## src/rtl/mem_wb_pkg.sv

```systemverilog
// MEM/WB shared types: default widths, writeback entry layout and the writeback data select.
package mem_wb_pkg;

  localparam int DATA_W_DEF  = 32;
  localparam int RADDR_W_DEF = 5;

  typedef struct packed {
    logic                   regwrite;
    logic [RADDR_W_DEF-1:0] waddr;
    logic [DATA_W_DEF-1:0]  wdata;
  } wb_entry_t;

  function automatic logic [DATA_W_DEF-1:0] wb_select(
    input logic                  memtoreg,
    input logic [DATA_W_DEF-1:0] dm,
    input logic [DATA_W_DEF-1:0] alu
  );
    return memtoreg ? dm : alu;
  endfunction

endpackage

```

## src/rtl/pipe_skid_buf.sv

```systemverilog
// Two-entry valid/ready skid buffer: 1-cycle latency, full throughput; in_ready is
// registered (!skid), so one extra beat is absorbed when out_ready drops.
module pipe_skid_buf #(
  parameter int W = 8
) (
  input  logic         clock,
  input  logic         resetn,
  input  logic         flush,
  input  logic         in_valid,
  output logic         in_ready,
  input  logic [W-1:0] in_data,
  output logic         out_valid,
  input  logic         out_ready,
  output logic [W-1:0] out_data
);

  logic         main_vld;
  logic         skid_vld;
  logic [W-1:0] main_dat;
  logic [W-1:0] skid_dat;
  logic         accept;
  logic         consume;

  // skid_vld implies main_vld, so an accept never meets a full skid
  assign accept  = in_valid && !skid_vld;
  assign consume = main_vld && out_ready;

  always_ff @(posedge clock or negedge resetn) begin
    if (!resetn) begin
      main_vld <= 1'b0;
      skid_vld <= 1'b0;
      main_dat <= '0;
      skid_dat <= '0;
    end else if (flush) begin
      main_vld <= 1'b0;
      skid_vld <= 1'b0;
    end else if (consume) begin
      if (skid_vld) begin
        main_dat <= skid_dat;
        skid_vld <= 1'b0;
      end else if (accept) begin
        main_dat <= in_data;
      end else begin
        main_vld <= 1'b0;
      end
    end else if (accept) begin
      if (!main_vld) begin
        main_vld <= 1'b1;
        main_dat <= in_data;
      end else begin
        skid_vld <= 1'b1;
        skid_dat <= in_data;
      end
    end
  end

  assign in_ready  = !skid_vld;
  assign out_valid = main_vld;
  assign out_data  = main_dat;

endmodule

```

## src/rtl/mem_wb_pipe.sv

```systemverilog
// MEM/WB stage: selects writeback data at capture, gates x0 writes, 1-cycle latency via a
// registered-ready skid buffer. MEM_WB_FWD_EN adds the EX source-register hit compare.
module mem_wb_pipe
  import mem_wb_pkg::*;
#(
  parameter int DATA_W  = 32,
  parameter int RADDR_W = 5
) (
  input  logic               clock,
  input  logic               resetn,
  input  logic               flush,
  input  logic               in_valid,
  output logic               in_ready,
  input  logic               in_regwrite,
  input  logic               in_memtoreg,
  input  logic [DATA_W-1:0]  in_dm_data,
  input  logic [DATA_W-1:0]  in_alu_data,
  input  logic [RADDR_W-1:0] in_waddr,
  output logic               out_valid,
  input  logic               out_ready,
  output logic               out_regwrite,
  output logic [RADDR_W-1:0] out_waddr,
  output logic [DATA_W-1:0]  out_wdata
`ifdef MEM_WB_FWD_EN
  ,
  input  logic [RADDR_W-1:0] fwd_rs,
  input  logic [RADDR_W-1:0] fwd_rt,
  output logic               fwd_rs_hit,
  output logic               fwd_rt_hit
`endif
);

  localparam int PW = 1 + RADDR_W + DATA_W;

  logic          cap_regwrite;
  logic [PW-1:0] in_pay;
  logic [PW-1:0] out_pay;

  assign cap_regwrite = in_regwrite && (in_waddr != '0);

  generate
    if (DATA_W == DATA_W_DEF && RADDR_W == RADDR_W_DEF) begin : g_def
      wb_entry_t cap;
      assign cap.regwrite = cap_regwrite;
      assign cap.waddr    = in_waddr;
      assign cap.wdata    = wb_select(in_memtoreg, in_dm_data, in_alu_data);
      assign in_pay       = cap;
    end else begin : g_gen
      assign in_pay = {cap_regwrite, in_waddr, (in_memtoreg ? in_dm_data : in_alu_data)};
    end
  endgenerate

  pipe_skid_buf #(.W(PW)) u_skid (
    .clock    (clock),
    .resetn   (resetn),
    .flush    (flush),
    .in_valid (in_valid),
    .in_ready (in_ready),
    .in_data  (in_pay),
    .out_valid(out_valid),
    .out_ready(out_ready),
    .out_data (out_pay)
  );

  assign out_regwrite = out_valid && out_pay[PW-1];
  assign out_waddr    = out_pay[DATA_W +: RADDR_W];
  assign out_wdata    = out_pay[DATA_W-1:0];

`ifdef MEM_WB_FWD_EN
  // out_regwrite already includes out_valid; kept explicit to match the hit definition
  assign fwd_rs_hit = out_valid && out_regwrite && (out_waddr == fwd_rs);
  assign fwd_rt_hit = out_valid && out_regwrite && (out_waddr == fwd_rt);
`endif

endmodule

```

## config.mk

```make
export PLATFORM = sky130hd
export DESIGN_NAME = mem_wb_pipe
export DESIGN_NICKNAME = d
export VERILOG_FILES = /design/src/rtl/mem_wb_pkg.sv /design/src/rtl/pipe_skid_buf.sv /design/src/rtl/mem_wb_pipe.sv
export SDC_FILE = /design/constraint.sdc
export NUM_CORES = 1
export LEC_CHECK = 0
export ABC_AREA = 1
export CORE_MARGIN = 2
export CORE_UTILIZATION = 45
export DETAILED_ROUTE_END_ITERATION = 8
export PLACE_DENSITY = 0.87
export SYNTH_ARGS = -nofsm -noshare
export SYNTH_HDL_FRONTEND = slang
export SYNTH_SLANG_ARGS = --single-unit
```

## constraint.sdc

```tcl
create_clock -name clock -period 1.7 [get_ports clock]
set_input_delay 0.34 -clock clock [delete_from_list [all_inputs] [get_ports clock]]
set_output_delay 0.34 -clock clock [all_outputs]
set_load 0.01 [all_outputs]
```

==> results of run 1 <==
flip-flops by register name (all words and copies together), names as in the netlist:
signal,count
u_skid.out_data,38
u_skid.skid_dat,38
u_skid.out_valid,1
u_skid.skid_vld,1
Yosys cell counts, drive strengths merged:
cell and number:
nor2 103, nand3 2, nand2 262, o21ai 46, dfrtp 78, buf 61
nor3 1, clkbuf 4, inv 45
cell families (layout without fill, tap and decap cells):
group,after synthesis,count (layout),share of synthesized area (%)
compound gates,46,46,5.52
buf+inv,110,188,14.1
flops,78,78,46.8
simple gates,368,368,33.6
metrics by stage:
| step | std cells | util, % | worst slack (ns) | TNS (ns) |
|---|---|---|---|---|
| 2_1_floorplan | 602 | - | 0.343 | 0 |
| 4_1_cts | 791 | 59.2 | 0.0634 | 0 |
| 5_1_grt | 791 | 59.2 | 0.0371 | 0 |
| 6_report | 791 | 59.2 | 0.0851 | 0 |
| 3_5_place_dp | 775 | 57.1 | -0.143 | -4.24 |
| 3_3_place_gp | 775 | 57.1 | -0.0664 | -1.61 |
what timing repair did:
| action | in CTS | in global routing |
|---|---|---|
| setup endpoints to repair | 2 | 0 |
| resized for setup | 2 | 0 |
| buffers inserted | 1 | 0 |
| hold buffers | 0 | 0 |
placed cells by master, fill, tap and decap left out:
cell type / Yosys / routed
dlygate4sd2_1: 0 / 2
clkbuf_1: 4 / 1
clkdlybuf4s50_1: 0 / 111
o21ai_0: 40 / 40
nor3_4: 1 / 1
inv_1: 41 / 41
clkbuf_8: 0 / 10
nor2_4: 1 / 1
bufinv_16: 0 / 1
buf_4: 38 / 8
nor2_1: 102 / 102
buf_2: 20 / 1
clkinv_2: 0 / 2
dfrtp_1: 78 / 78
o21ai_1: 6 / 6
nand3_1: 2 / 2
inv_2: 4 / 4
buf_12: 0 / 6
nand2_1: 262 / 262
clkinvlp_4: 0 / 1
layout make-up:
type / instances / area (um2)
clock inverter: 4 / 47.5
fill: 844 / 3710
tap: 111 / 139
multi-input combinational: 414 / 1630
sequential: 78 / 1950
clock buffer: 11 / 141
inverter: 45 / 169
timing repair buffer: 128 / 1310
power by group through the flow:
stage / Clock, mW / Combinational [mW] / Sequential [mW]
after floorplan: 0 / 1.27 / 2.76
after global placement: 0 / 1.78 / 2.83
after detailed placement: 0 / 1.86 / 2.86
after CTS: 1.37 / 1.86 / 2.84
after global routing: 1.44 / 2.06 / 2.91
final: 1.33 / 1.83 / 2.84
per-layer routing:
metal  vias to the layer above  global-route usage (%)  share of wire, %
met5                         -                       0                 0
met4                         0                    5.48              0.71
met3                         7                    4.94               6.7
met2                       122                    35.2                51
met1                      1648                    23.4                42
li1                       1908                       -                 -
worst paths after layout:
kind,endpoint,cells after the start
min in group clock,u_skid.skid_dat[20],2
worst max register to register,u_skid.out_data[11],7
worst min-delay path,u_skid.out_data[34],2
max in group asynchronous,u_skid.out_data[2],2
worst min register to register,u_skid.skid_dat[20],2
worst max-delay path,out_valid,1
==> report_table.html, run 1 <==
<table>
<tr><th>Metric</th><th>Value</th></tr>
<tr><th colspan="2">Timing</th></tr>
<tr><td>Slew HR</td><td>60.0%</td></tr>
<tr><td>RSZ-0062 raised after global routing</td><td>no</td></tr>
<tr><td>Final-report hold violation count</td><td>0</td></tr>
<tr><td>Final critical-path required period</td><td>1.61 ns</td></tr>
<tr><td>Number of failing setup endpoints in the final timing report</td><td>0</td></tr>
<tr><td>Final setup skew</td><td>0.0110 ns</td></tr>
<tr><td>Highest attainable clock frequency</td><td>0.619 GHz</td></tr>
<tr><td>Transition time at the pin with the least slew margin</td><td>0.598 ns</td></tr>
<tr><td>Period utilisation layout</td><td>95.0%</td></tr>
<tr><td>Fin. max-slew vios</td><td>0</td></tr>
<tr><td>Final hold slack</td><td>0.0266 ns</td></tr>
<tr><th colspan="2">Clock tree</th></tr>
<tr><td>Maximum buffer depth of the clock tree</td><td>2</td></tr>
<tr><td>Clock network latency to the later pin of the worst-skew pair</td><td>approximately 0.33 ns</td></tr>
<tr><td>Number of clock sinks seen by CTS</td><td>78</td></tr>
<tr><td>Clk pin slew, worst setup/hold paths</td><td>0.07 ns</td></tr>
<tr><td>CTS tree</td><td>done</td></tr>
<tr><td># H-tree levels</td><td>3</td></tr>
<tr><td>Cell chosen for the clock root</td><td>clkbuf_8</td></tr>
<tr><td>Number of buffers created by CTS</td><td>9</td></tr>
<tr><th colspan="2">Synth</th></tr>
<tr><td>Yosys top cell by area</td><td>dfrtp_1</td></tr>
<tr><td>Dominant cells by area after synthesis</td><td>dfrtp_1 (47%), nand2_1 (24%), nor2_1 (9.2%)</td></tr>
<tr><td>Syn_area_per_cell</td><td>just under 7 um2</td></tr>
<tr><td>Register area share after synthesis</td><td>46.8%</td></tr>
<tr><td>Number of instances in the synthesized netlist</td><td>602</td></tr>
<tr><td>Count of state elements after synthesis</td><td>78</td></tr>
<tr><td>Number of nets in the synthesized netlist</td><td>678</td></tr>
<tr><td>Post-synth top area share</td><td>46.8%</td></tr>
<tr><td>Distinct cell type count after synthesis</td><td>15</td></tr>
<tr><td>Synthesized cell area</td><td>0.00417 mm2</td></tr>
<tr><td>Count of synthesis-stage warnings from yosys</td><td>0</td></tr>
<tr><th colspan="2">Pwr</th></tr>
<tr><td>Net switching power</td><td>1.83 mW</td></tr>
<tr><td>Static leakage power</td><td>~2.9 nW</td></tr>
<tr><td>Switching share of power</td><td>30.5%</td></tr>
<tr><td>Total chip power</td><td>about 6 mW</td></tr>
<tr><td>Pwr dens</td><td>1110 mW/mm2</td></tr>
<tr><td>Power share of the sequential group</td><td>47.3%</td></tr>
<tr><td>Comb power frac</td><td>30.6%</td></tr>
<tr><td>Clock network fraction of design power</td><td>22.1%</td></tr>
<tr><td>Peak VDD IR</td><td>497 uV</td></tr>
<tr><td>Power Internal</td><td>around 4.2 mW</td></tr>
<tr><th colspan="2">Critical path</th></tr>
<tr><td>Crit-path cells</td><td>clkdlybuf4s50_1</td></tr>
<tr><td>Reg-to-reg setup timing slack</td><td>0.21 ns</td></tr>
<tr><td>Setup crit start kind</td><td>register</td></tr>
<tr><td>Kind of cell with the highest combined delay on the critical path</td><td>buffers and inverters</td></tr>
<tr><td>Peak per-stage delay on the critical path</td><td>0.55 ns</td></tr>
<tr><td>Worst Setup End Kind</td><td>output port</td></tr>
<tr><td>Number of buffers and inverters on the critical path</td><td>1</td></tr>
<tr><td>Reg2Reg Launch Point</td><td>u_skid.out_valid</td></tr>
<tr><td>Cell with the biggest individual delay on the critical path</td><td>clkdlybuf4s50_1</td></tr>
<tr><td>Classification of the worst setup path</td><td>reg2out</td></tr>
<tr><td>Crit. Startpoint</td><td>u_skid.out_valid</td></tr>
<tr><td>Crit path required time</td><td>1.36 ns</td></tr>
<tr><td>Data arrival time of the worst path</td><td>1.27 ns</td></tr>
<tr><td>Critical-path maximum fanout</td><td>4</td></tr>
<tr><th colspan="2">Layout</th></tr>
<tr><td>Number of diodes</td><td>0</td></tr>
<tr><td>Total non-filler cell area in the finished layout</td><td>0.00540 mm2</td></tr>
<tr><td>Fraction of layout instances using a drive strength above 1</td><td>under 10%</td></tr>
<tr><td>Number of nets at the end of the flow</td><td>752</td></tr>
<tr><td>Area growth from synthesis to final layout</td><td>29.3%</td></tr>
<tr><th colspan="2">Placement</th></tr>
<tr><td>Routability Congestion</td><td>0.735</td></tr>
<tr><td>Total of buffers placed on input and output ports</td><td>115</td></tr>
<tr><td>Cell area after placement</td><td>0.00520 mm2</td></tr>
<tr><td>Detailed placer's ending HPWL</td><td>6810 um</td></tr>
<tr><th colspan="2">GRT</th></tr>
<tr><td>Vias in the first global route</td><td>3597</td></tr>
<tr><td>Wire length of the first global-routing pass</td><td>15800 um</td></tr>
<tr><td>Total global routing track utilization</td><td>19.7%</td></tr>
<tr><td>Final global-route overflow total</td><td>0</td></tr>
<tr><td>Largest net degree at the start of global routing</td><td>79</td></tr>
<tr><td>Initial antenna violation count</td><td>0</td></tr>
<tr><th colspan="2">Drt</th></tr>
<tr><td>DRC violation count after routing</td><td>0</td></tr>
<tr><td>Post-Route WL</td><td>9530 um</td></tr>
<tr><td>Count of nets left with antenna violations after detail routing</td><td>0</td></tr>
<tr><td>Total iterations of the first detailed-routing run</td><td>4</td></tr>
<tr><td>Post-DR vias/cell</td><td>approximately 4.7</td></tr>
<tr><td>WL per Instance</td><td>12.0 um</td></tr>
<tr><td>Number of violations reported at the end of detailed-routing iteration 0</td><td>~130</td></tr>
<tr><td>Detailed-route via count</td><td>3685</td></tr>
<tr><th colspan="2">Floorplanning</th></tr>
<tr><td>Total Die Area</td><td>0.0101 mm2</td></tr>
<tr><td>Core Footprint</td><td>0.00911 mm2</td></tr>
<tr><td>Effective utilization at floorplan</td><td>45.8%</td></tr>
<tr><td>Horiz. Die Dim</td><td>around 100 um</td></tr>
<tr><td>I/O pin count</td><td>~120</td></tr>
<tr><td>Site Rows</td><td>35</td></tr>
<tr><td>Die Y-Extent</td><td>100 um</td></tr>
<tr><th colspan="2">Hold path</th></tr>
<tr><td>Class of the worst hold path</td><td>in2async</td></tr>
<tr><th colspan="2">Run status</th></tr>
<tr><td>Result of the run</td><td>finished clean</td></tr>
<tr><th colspan="2">Flow run</th></tr>
<tr><td>Maxcap violations</td><td>0</td></tr>
</table>
(Power assumes the default switching activity.)
==> run 2, diff against run 1 <==
--- a/config.mk
+++ b/config.mk
@@ -5,11 +5,10 @@
 export SDC_FILE = /design/constraint.sdc
 export NUM_CORES = 1
 export LEC_CHECK = 0
-export ABC_AREA = 1
 export CORE_MARGIN = 2
 export CORE_UTILIZATION = 45
 export DETAILED_ROUTE_END_ITERATION = 8
-export PLACE_DENSITY = 0.87
+export PLACE_DENSITY = 0.86
 export SYNTH_ARGS = -nofsm -noshare
 export SYNTH_HDL_FRONTEND = slang
 export SYNTH_SLANG_ARGS = --single-unit
==> report_table.html, run 2 <==
<table>
<tr><th>Metric</th><th>Value</th></tr>
<tr><th colspan="2">Critical path</th></tr>
<tr><td>Endpoint of the worst-slack reg-to-reg timing path</td><td>u_skid.out_data[4]</td></tr>
<tr><td>Worst Setup End Kind</td><td>register</td></tr>
<tr><td>Classification of the worst setup path</td><td>in2reg</td></tr>
<tr><td>Crit path required time</td><td>1.94 ns (+0.58 ns)</td></tr>
<tr><td>Kind of cell with the highest combined delay on the critical path</td><td>buffers and inverters</td></tr>
<tr><td>Critical path depth</td><td>6 (+5)</td></tr>
<tr><td>Critical-path maximum fanout</td><td>8 (+4)</td></tr>
<tr><td>Data arrival time of the worst path</td><td>1.93 ns (+0.66 ns)</td></tr>
<tr><td>Number of buffers and inverters on the critical path</td><td>3 (+2)</td></tr>
<tr><td>Reg-to-reg setup timing slack</td><td>0.04 ns (-0.17 ns)</td></tr>
<tr><td>Worst reg2reg path depth</td><td>6 (-1)</td></tr>
<tr><td>Worst setup path endpoint</td><td>u_skid.out_data[4]</td></tr>
<tr><td>Cell with the biggest individual delay on the critical path</td><td>clkdlybuf4s50_1</td></tr>
<tr><td>Crit. Startpoint</td><td>in_valid</td></tr>
<tr><td>Setup crit start kind</td><td>input port</td></tr>
<tr><td>Peak per-stage delay on the critical path</td><td>0.54 ns (about the same)</td></tr>
<tr><td>Reg2Reg Launch Point</td><td>u_skid.out_valid</td></tr>
<tr><td>Crit-path cells</td><td>clkdlybuf4s50_1 -&gt; nand2b_4 -&gt; a211oi_4 -&gt; buf_6 -&gt; buf_8 -&gt; mux2_2</td></tr>
<tr><th colspan="2">Pwr</th></tr>
<tr><td>Comb power frac</td><td>28.3% (-2.3 points)</td></tr>
<tr><td>Power Internal</td><td>4.51 mW (+8.0%)</td></tr>
<tr><td>Static leakage power</td><td>2.56 nW (-11%)</td></tr>
<tr><td>Clock network fraction of design power</td><td>28.0% (+5.9 points)</td></tr>
<tr><td>Power share of the sequential group</td><td>43.7% (-3.6 points)</td></tr>
<tr><td>Net switching power</td><td>1.44 mW (-21%)</td></tr>
<tr><td>Switching share of power</td><td>24.3% (-6.2 points)</td></tr>
<tr><td>Peak VDD IR</td><td>649 uV (+31%)</td></tr>
<tr><td>Pwr dens</td><td>1020 mW/mm2 (-8.4%)</td></tr>
<tr><th colspan="2">Synth</th></tr>
<tr><td>Number of nets in the synthesized netlist</td><td>371 (-45%)</td></tr>
<tr><td>Number of instances in the synthesized netlist</td><td>295 (-51%)</td></tr>
<tr><td>Synthesized cell area</td><td>0.00432 mm2 (+3.4%)</td></tr>
<tr><td>Yosys top cell by area</td><td>dfrtp_1</td></tr>
<tr><td>Syn_area_per_cell</td><td>14.6 um2 (+110%)</td></tr>
<tr><td>Share of flip-flops with an asynchronous set or reset</td><td>100% (unchanged)</td></tr>
<tr><td>Dominant cells by area after synthesis</td><td>dfrtp_1 (45%), mux2_2 (23%), mux2_4 (16%)</td></tr>
<tr><td>Primary flip-flop cell chosen by synthesis mapping</td><td>dfrtp_1</td></tr>
<tr><td>Leading post-synthesis cells by instance count</td><td>mux2_2 (88), dfrtp_1 (78), mux2_4 (46)</td></tr>
<tr><td>Register area share after synthesis</td><td>45.2% (-1.6 points)</td></tr>
<tr><td>Post-synth top area share</td><td>45.2% (-1.6 points)</td></tr>
<tr><td>EDFF count, synth</td><td>0 (unchanged)</td></tr>
<tr><td>Count of state elements after synthesis</td><td>78 (unchanged)</td></tr>
<tr><td>Count of synthesis-stage warnings from yosys</td><td>0 (unchanged)</td></tr>
<tr><td>Distinct cell type count after synthesis</td><td>24 (+9)</td></tr>
<tr><td>Most frequent cell after synthesis</td><td>mux2_2</td></tr>
<tr><th colspan="2">Timing</th></tr>
<tr><td>Final-report hold violation count</td><td>6 (+6)</td></tr>
<tr><td>Number of failing setup endpoints in the final timing report</td><td>0 (unchanged)</td></tr>
<tr><td>Period utilisation layout</td><td>99.6% (+4.6 points)</td></tr>
<tr><td>Sum of negative setup slack</td><td>0 ns (unchanged)</td></tr>
<tr><td>Highest attainable clock frequency</td><td>0.590 GHz (-4.7%)</td></tr>
<tr><td>Final critical-path required period</td><td>1.69 ns (+0.0789 ns)</td></tr>
<tr><td>Fin. max-slew vios</td><td>0 (unchanged)</td></tr>
<tr><td>Slew HR</td><td>64.6% (+4.5 points)</td></tr>
<tr><td>Final hold slack</td><td>-0.0263 ns (-0.0529 ns)</td></tr>
<tr><td>RSZ-0062 raised after global routing</td><td>yes</td></tr>
<tr><td>Final setup skew</td><td>0.00839 ns (-0.00258 ns)</td></tr>
<tr><td>Transition time at the pin with the least slew margin</td><td>0.518 ns (-0.0805 ns)</td></tr>
<tr><td>Fin worst setup slack</td><td>0.00615 ns (-0.0789 ns)</td></tr>
<tr><th colspan="2">Clock tree</th></tr>
<tr><td>Maximum buffer depth of the clock tree</td><td>2 (unchanged)</td></tr>
<tr><td># H-tree levels</td><td>3 (unchanged)</td></tr>
<tr><td>Clk pin slew, worst setup/hold paths</td><td>0.08 ns (about the same)</td></tr>
<tr><td>Clock network latency to the later pin of the worst-skew pair</td><td>0.35 ns (+0.02 ns)</td></tr>
<tr><td>CTS tree</td><td>done</td></tr>
<tr><td>Number of clock sinks seen by CTS</td><td>78 (unchanged)</td></tr>
<tr><td>Number of buffers created by CTS</td><td>9 (unchanged)</td></tr>
<tr><td>Cell chosen for the clock root</td><td>clkbuf_8</td></tr>
<tr><th colspan="2">Floorplanning</th></tr>
<tr><td>Horiz. Die Dim</td><td>102 um (+1.6%)</td></tr>
<tr><td>Effective utilization at floorplan</td><td>46.5% (+0.69 points)</td></tr>
<tr><td>Core Footprint</td><td>0.00928 mm2 (+1.9%)</td></tr>
<tr><td>Die Y-Extent</td><td>102 um (+1.6%)</td></tr>
<tr><td>Total Die Area</td><td>0.0104 mm2 (+3.3%)</td></tr>
<tr><td>Site Rows</td><td>35 (unchanged)</td></tr>
<tr><td>I/O pin count</td><td>116 (unchanged)</td></tr>
<tr><th colspan="2">Placement</th></tr>
<tr><td>Post-place setup slack</td><td>-0.414 ns (-0.272 ns)</td></tr>
<tr><td>Total of buffers placed on input and output ports</td><td>115 (unchanged)</td></tr>
<tr><td>Routability Congestion</td><td>0.845 (+15%)</td></tr>
<tr><td>Detailed placer's ending HPWL</td><td>5710 um (-16%)</td></tr>
<tr><th colspan="2">GRT</th></tr>
<tr><td>Wire length of the first global-routing pass</td><td>13700 um (-14%)</td></tr>
<tr><td>Final global-route overflow total</td><td>0 (unchanged)</td></tr>
<tr><td>Vias in the first global route</td><td>2807 (-22%)</td></tr>
<tr><td>Largest net degree at the start of global routing</td><td>79 (unchanged)</td></tr>
<tr><td>Initial antenna violation count</td><td>0 (unchanged)</td></tr>
<tr><td>Total global routing track utilization</td><td>17.1% (-2.5 points)</td></tr>
<tr><th colspan="2">Drt</th></tr>
<tr><td>Total iterations of the first detailed-routing run</td><td>3 (-1)</td></tr>
<tr><td>WL per Instance</td><td>17.1 um (+42%)</td></tr>
<tr><td>Post-Route WL</td><td>8960 um (-6.0%)</td></tr>
<tr><td>Detailed-route via count</td><td>2565 (-30%)</td></tr>
<tr><td>DRC violation count after routing</td><td>0 (unchanged)</td></tr>
<tr><td>Post-DR vias/cell</td><td>4.90 (+5.3%)</td></tr>
<tr><td>Count of nets left with antenna violations after detail routing</td><td>0 (unchanged)</td></tr>
<tr><td>Number of violations reported at the end of detailed-routing iteration 0</td><td>51 (-62%)</td></tr>
<tr><th colspan="2">Layout</th></tr>
<tr><td>FILL cells</td><td>717 (-15%)</td></tr>
<tr><td>Most common library cell in the layout ignoring fill and taps</td><td>clkdlybuf4s50_1</td></tr>
<tr><td>Number of diodes</td><td>0 (unchanged)</td></tr>
<tr><td>Number of nets at the end of the flow</td><td>466 (-38%)</td></tr>
<tr><td>Fraction of layout instances using a drive strength above 1</td><td>44.9% (+40 points)</td></tr>
<tr><td>Leading cell types in the layout, fill and taps excluded</td><td>clkdlybuf4s50_1 (110), dfrtp_1 (78), mux2_2 (75)</td></tr>
<tr><td>Area growth from synthesis to final layout</td><td>35.2%</td></tr>
<tr><th colspan="2">Flow run</th></tr>
<tr><td>Maxcap violations</td><td>0 (unchanged)</td></tr>
<tr><th colspan="2">Run status</th></tr>
<tr><td>Result of the run</td><td>finished, violations left</td></tr>
<tr><td>Violated checks</td><td>hold timing</td></tr>
<tr><th colspan="2">Hold path</th></tr>
<tr><td>Class of the worst hold path</td><td>in2async</td></tr>
</table>
-- run 2: changes by cell type after synthesis, moves of 4 or more --
cell,before,now
o21ai_0,40,2
nor2_1,102,0
clkbuf_1,4,0
buf_6,1,11
nand2_1,262,1
inv_1,41,3
mux2_2,0,88
o21ai_1,6,0
inv_2,4,0
mux2_4,0,46
mux2_1,0,9
buf_2,20,3
-- run 2: kinds of logic (layout without fill, tap and decap cells) --
family                 count (synthesis)  in the layout  share of synthesized area [%]
AO/OA/AOI/OAI                          9              9                           1.51
buffers and inverters                 56            155                           10.3
flip-flops                            78             78                           45.2
multiplexers                         144            144                           41.5
AND/OR/NAND/NOR                        8              8                           1.51
-- run 2: layer usage --
layer	GRT usage, %	share of wire (%)	up-vias
met4	6.56	1.4	0
met2	30.2	53	69
met3	4.31	4.8	10
met5	0	0	-
met1	20.1	41	1291
li1	-	-	1195
-- run 2: worst min-delay path by stage --
stage / start / to / slack, ns / cells after the start
2_1_floorplan: resetn / u_skid.out_data[0] / 0.04 / 0
5_1_grt: resetn / u_skid.out_data[33] / 0.006 / 2
3_3_place_gp: resetn / u_skid.out_data[34] / 0.39 / 2
4_1_cts: resetn / u_skid.out_data[33] / 0.01 / 2
6_report: resetn / u_skid.out_data[33] / -0.03 / 2
3_5_place_dp: resetn / u_skid.out_data[33] / 0.40 / 2
-- run 2: timing repair --
item	4_1_cts	5_1_grt
resized for setup	24	4
endpoints found under the setup margin	21	75
buffers inserted	3	1
hold buffers	0	0
gates cloned	1	4
pin swaps	1	1
-- run 2: worst register-to-register path, stage by stage, from the launching register on --
cell,delay [ns]
dfrtp_1,0.39
buf_6,0.13
and2b_4,0.17
a211oi_4,0.23
buf_6,0.17
buf_8,0.14
mux2_2,0.33
-- run 2: cell type report --
cell class	instances	area (um2)	area share (%)
Clock buffer	11	141	2.42
Clock inverter	4	95.1	1.63
Inverter	3	11.3	0.193
Multi-Input combinational cell	161	1990	34.1
Sequential cell	78	1950	33.4
Tap cell	129	161	2.76
Timing Repair Buffer	137	1480	25.4
-- run 2: through the flow --
| stage | area, um2 | cells | power, mW | util [%] |
|---|---|---|---|---|
| detailed placement | 5390 | 499 | 4.25 | 58.1 |
| global route | 5840 | 523 | 6.26 | 62.9 |
| CTS | 5730 | 518 | 6.00 | 61.7 |
| global placement | 5390 | 499 | 4.17 | 58.1 |
| floorplan | 4320 | 295 | 3.70 | - |
| finish | 5840 | 523 | 5.95 | 62.9 |
-- run 2: power groups by stage --
stage / combinational (mW) / clock (mW) / sequential (mW)
6_report: 1.69 / 1.67 / 2.60
5_1_grt: 1.81 / 1.79 / 2.66
4_1_cts: 1.69 / 1.71 / 2.60
3_5_place_dp: 1.62 / 0 / 2.63
3_3_place_gp: 1.56 / 0 / 2.61
2_1_floorplan: 1.15 / 0 / 2.54
==> run 3, diff against run 2 <==
--- a/config.mk
+++ b/config.mk
@@ -7,7 +7,9 @@
 export LEC_CHECK = 0
 export CORE_MARGIN = 2
 export CORE_UTILIZATION = 45
+export CTS_BUF_LIST = sky130_fd_sc_hd__clkbuf_2
 export DETAILED_ROUTE_END_ITERATION = 8
+export GPL_TIMING_DRIVEN = 0
 export PLACE_DENSITY = 0.86
 export SYNTH_ARGS = -nofsm -noshare
 export SYNTH_HDL_FRONTEND = slang
==> report_table.html, run 3 (synthesized netlist as in run 2, its figures left out) <==
<table>
<tr><th>Metric</th><th>Value</th></tr>
<tr><th colspan="2">Layout</th></tr>
<tr><td>Fin cells</td><td>589 (+13%)</td></tr>
<tr><td>Number of diodes</td><td>0 (unchanged)</td></tr>
<tr><td>Fraction of layout instances using a drive strength above 1</td><td>57.0% (+12 points)</td></tr>
<tr><td>Finished Core Util</td><td>67.6% (+4.7 points)</td></tr>
<tr><td>FILL cells</td><td>694 (-3.2%)</td></tr>
<tr><td>Leading cell types in the layout, fill and taps excluded</td><td>dfrtp_1 (77), mux2_4 (74), clkdlybuf4s50_1 (73)</td></tr>
<tr><td>Total non-filler cell area in the finished layout</td><td>0.00628 mm2 (+7.5%)</td></tr>
<tr><td>Area growth from synthesis to final layout</td><td>45.3%</td></tr>
<tr><td>Number of nets at the end of the flow</td><td>532 (+14%)</td></tr>
<tr><td>Most common library cell in the layout ignoring fill and taps</td><td>dfrtp_1</td></tr>
<tr><th colspan="2">Timing</th></tr>
<tr><td>Slew HR</td><td>71.3% (+6.7 points)</td></tr>
<tr><td>RSZ-0062 raised after global routing</td><td>yes</td></tr>
<tr><td>Sum of negative setup slack</td><td>-0.0538 ns (-0.0538 ns)</td></tr>
<tr><td>Highest attainable clock frequency</td><td>0.581 GHz (-1.6%)</td></tr>
<tr><td>Period utilisation layout</td><td>101% (+1.6 points)</td></tr>
<tr><td>Fin worst setup slack</td><td>-0.0209 ns (-0.0271 ns)</td></tr>
<tr><td>Transition time at the pin with the least slew margin</td><td>0.419 ns (-0.0985 ns)</td></tr>
<tr><td>Fin. max-slew vios</td><td>0 (unchanged)</td></tr>
<tr><td>Final setup skew</td><td>0.0184 ns (+0.00998 ns)</td></tr>
<tr><td>Final critical-path required period</td><td>1.72 ns (+0.0271 ns)</td></tr>
<tr><td>Final hold slack</td><td>0.187 ns (+0.213 ns)</td></tr>
<tr><td>Number of failing setup endpoints in the final timing report</td><td>8 (+8)</td></tr>
<tr><td>Final-report hold violation count</td><td>0 (-6)</td></tr>
<tr><th colspan="2">Placement</th></tr>
<tr><td>Placed insts</td><td>539 (+8.0%)</td></tr>
<tr><td>Total of buffers placed on input and output ports</td><td>114 (-0.87%)</td></tr>
<tr><td>Post-place setup slack</td><td>-0.579 ns (-0.165 ns)</td></tr>
<tr><td>Cell area after placement</td><td>0.00565 mm2 (+4.7%)</td></tr>
<tr><td>Routability Congestion</td><td>0.736 (-13%)</td></tr>
<tr><td>Detailed placer's ending HPWL</td><td>6270 um (+9.8%)</td></tr>
<tr><th colspan="2">Pwr</th></tr>
<tr><td>Static leakage power</td><td>2.90 nW (+13%)</td></tr>
<tr><td>Comb power frac</td><td>36.3% (+8.0 points)</td></tr>
<tr><td>Net switching power</td><td>1.54 mW (+6.5%)</td></tr>
<tr><td>Pwr dens</td><td>931 mW/mm2 (-8.6%)</td></tr>
<tr><td>Switching share of power</td><td>26.3% (+2.0 points)</td></tr>
<tr><td>Power Internal</td><td>4.31 mW (-4.4%)</td></tr>
<tr><td>Total chip power</td><td>5.84 mW (-1.8%)</td></tr>
<tr><td>Peak VDD IR</td><td>546 uV (-16%)</td></tr>
<tr><td>Clock network fraction of design power</td><td>19.2% (-8.8 points)</td></tr>
<tr><td>Power share of the sequential group</td><td>44.6% (+0.9 points)</td></tr>
<tr><th colspan="2">Floorplanning</th></tr>
<tr><td>Horiz. Die Dim</td><td>102 um (unchanged)</td></tr>
<tr><td>Site Rows</td><td>35 (unchanged)</td></tr>
<tr><td>Die Y-Extent</td><td>102 um (unchanged)</td></tr>
<tr><td>Total Die Area</td><td>0.0104 mm2 (unchanged)</td></tr>
<tr><td>I/O pin count</td><td>116 (unchanged)</td></tr>
<tr><td>Effective utilization at floorplan</td><td>46.5% (unchanged)</td></tr>
<tr><td>Core Footprint</td><td>0.00928 mm2 (unchanged)</td></tr>
<tr><th colspan="2">Critical path</th></tr>
<tr><td>Worst Setup End Kind</td><td>register</td></tr>
<tr><td>Data arrival time of the worst path</td><td>2.09 ns (+0.16 ns)</td></tr>
<tr><td>Setup crit start kind</td><td>register</td></tr>
<tr><td>Reg2Reg Launch Point</td><td>u_skid.out_valid</td></tr>
<tr><td>Endpoint of the worst-slack reg-to-reg timing path</td><td>u_skid.out_data[3]</td></tr>
<tr><td>Classification of the worst setup path</td><td>reg2reg</td></tr>
<tr><td>Crit path required time</td><td>2.07 ns (+0.13 ns)</td></tr>
<tr><td>Reg-to-reg setup timing slack</td><td>-0.02 ns (-0.06 ns)</td></tr>
<tr><td>Critical-path maximum fanout</td><td>8 (unchanged)</td></tr>
<tr><td>Worst reg2reg path depth</td><td>6 (unchanged)</td></tr>
<tr><th colspan="2">Clock tree</th></tr>
<tr><td># H-tree levels</td><td>3 (unchanged)</td></tr>
<tr><td>CTS tree</td><td>done</td></tr>
<tr><td>Number of buffers created by CTS</td><td>9 (unchanged)</td></tr>
<tr><td>Cell chosen for the clock root</td><td>clkbuf_2</td></tr>
<tr><td>Maximum buffer depth of the clock tree</td><td>2 (unchanged)</td></tr>
<tr><td>Clock network latency to the later pin of the worst-skew pair</td><td>0.48 ns (+0.13 ns)</td></tr>
<tr><td>Clk pin slew, worst setup/hold paths</td><td>0.22 ns (+0.14 ns)</td></tr>
<tr><td>Number of clock sinks seen by CTS</td><td>78 (unchanged)</td></tr>
<tr><th colspan="2">Drt</th></tr>
<tr><td>Total iterations of the first detailed-routing run</td><td>4 (+1)</td></tr>
<tr><td>DRC violation count after routing</td><td>0 (unchanged)</td></tr>
<tr><td>Post-Route WL</td><td>9540 um (+6.6%)</td></tr>
<tr><td>Number of violations reported at the end of detailed-routing iteration 0</td><td>49 (-3.9%)</td></tr>
<tr><td>Count of nets left with antenna violations after detail routing</td><td>0 (unchanged)</td></tr>
<tr><td>Detailed-route via count</td><td>2852 (+11%)</td></tr>
<tr><td>Post-DR vias/cell</td><td>4.84 (-1.3%)</td></tr>
<tr><td>WL per Instance</td><td>16.2 um (-5.4%)</td></tr>
<tr><th colspan="2">Hold path</th></tr>
<tr><td>Class of the worst hold path</td><td>in2async</td></tr>
<tr><th colspan="2">GRT</th></tr>
<tr><td>Largest net degree at the start of global routing</td><td>71 (-10%)</td></tr>
<tr><td>Initial antenna violation count</td><td>0 (unchanged)</td></tr>
<tr><td>Final global-route overflow total</td><td>0 (unchanged)</td></tr>
<tr><td>Wire length of the first global-routing pass</td><td>15100 um (+10%)</td></tr>
<tr><td>Total global routing track utilization</td><td>18.9% (+1.8 points)</td></tr>
<tr><td>Vias in the first global route</td><td>3143 (+12%)</td></tr>
<tr><th colspan="2">Flow run</th></tr>
<tr><td>Maxcap violations</td><td>0 (unchanged)</td></tr>
<tr><th colspan="2">Run status</th></tr>
<tr><td>Result of the run</td><td>finished, violations left</td></tr>
<tr><td>Violated checks</td><td>setup timing</td></tr>
</table>
==> run 3: cell count changes in the layout (fill, tap and decap cells not counted), moves of 7 or more <==
cell,delta
buf_4,+59
buf_6,+7
clkbuf_2,+18
clkbuf_8,-10
clkdlybuf4s15_1,+30
clkdlybuf4s50_1,-37
mux2_1,-8
mux2_2,-7
mux2_4,+15
==> run 3: how the worst max path moves through the flow <==
stage,startpoint,endpoint,slack (ns),depth (start not counted)
final,u_skid.out_valid,u_skid.out_data[3],-0.02,6
after global routing,u_skid.out_valid,out_regwrite,-0.04,3
after CTS,u_skid.out_valid,u_skid.out_data[32],-0.08,6
after detailed placement,out_ready,u_skid.skid_dat[36],-0.58,6
after global placement,resetn,u_skid.out_data[15],-2.37,1
after floorplan,u_skid.out_valid,u_skid.out_data[18],0.05,5
==> run 3: timing repair <==
| item | 4_1_cts | 5_1_grt |
|---|---|---|
| endpoints found under the setup margin | 95 | 89 |
| pin swaps | 1 | 1 |
| gates resized for setup | 84 | 68 |
| cloned | 2 | 2 |
| setup buffers | 21 | 11 |
| hold buffers | 1 | 0 |
| hold endpoints to repair | 78 | 0 |
==> run 3: final cells by class <==
cell class	count	area, um2	share of cell area (%)
sequential	78	1950	31.1
inverter	3	11.3	0.179
clock inverter	4	72.6	1.16
timing repair buffer	151	1490	23.7
clock buffer	11	55.1	0.877
buffer	52	482	7.68
tap	129	161	2.57
multi-input combinational	161	2050	32.7
==> run 3: critical path, cell delays in order (launching register included) <==
cell and delay, ns:
dfrtp_2 0.46, buf_6 0.13, and2b_4 0.17, a211oi_4 0.20
buf_6 0.20, buf_12 0.15, mux2_4 0.30
==> run 3: power groups by stage <==
| stage | Clock (mW) | Sequential [mW] | Combinational [mW] |
|---|---|---|---|
| floorplan | 0 | 2.54 | 1.15 |
| global placement | 0 | 2.59 | 1.84 |
| detailed placement | 0 | 2.63 | 1.91 |
| CTS | 1.15 | 2.58 | 1.95 |
| global route | 1.23 | 2.67 | 2.28 |
| finish | 1.12 | 2.60 | 2.12 |
==> run 3: per-layer routing <==
layer,global-route usage (%),up-vias,part of all wire [%]
met5,0,-,0
met4,5.85,0,1.0
met3,3.28,9,4.5
met2,35.2,77,54
met1,22.2,1435,41
li1,-,1331,-
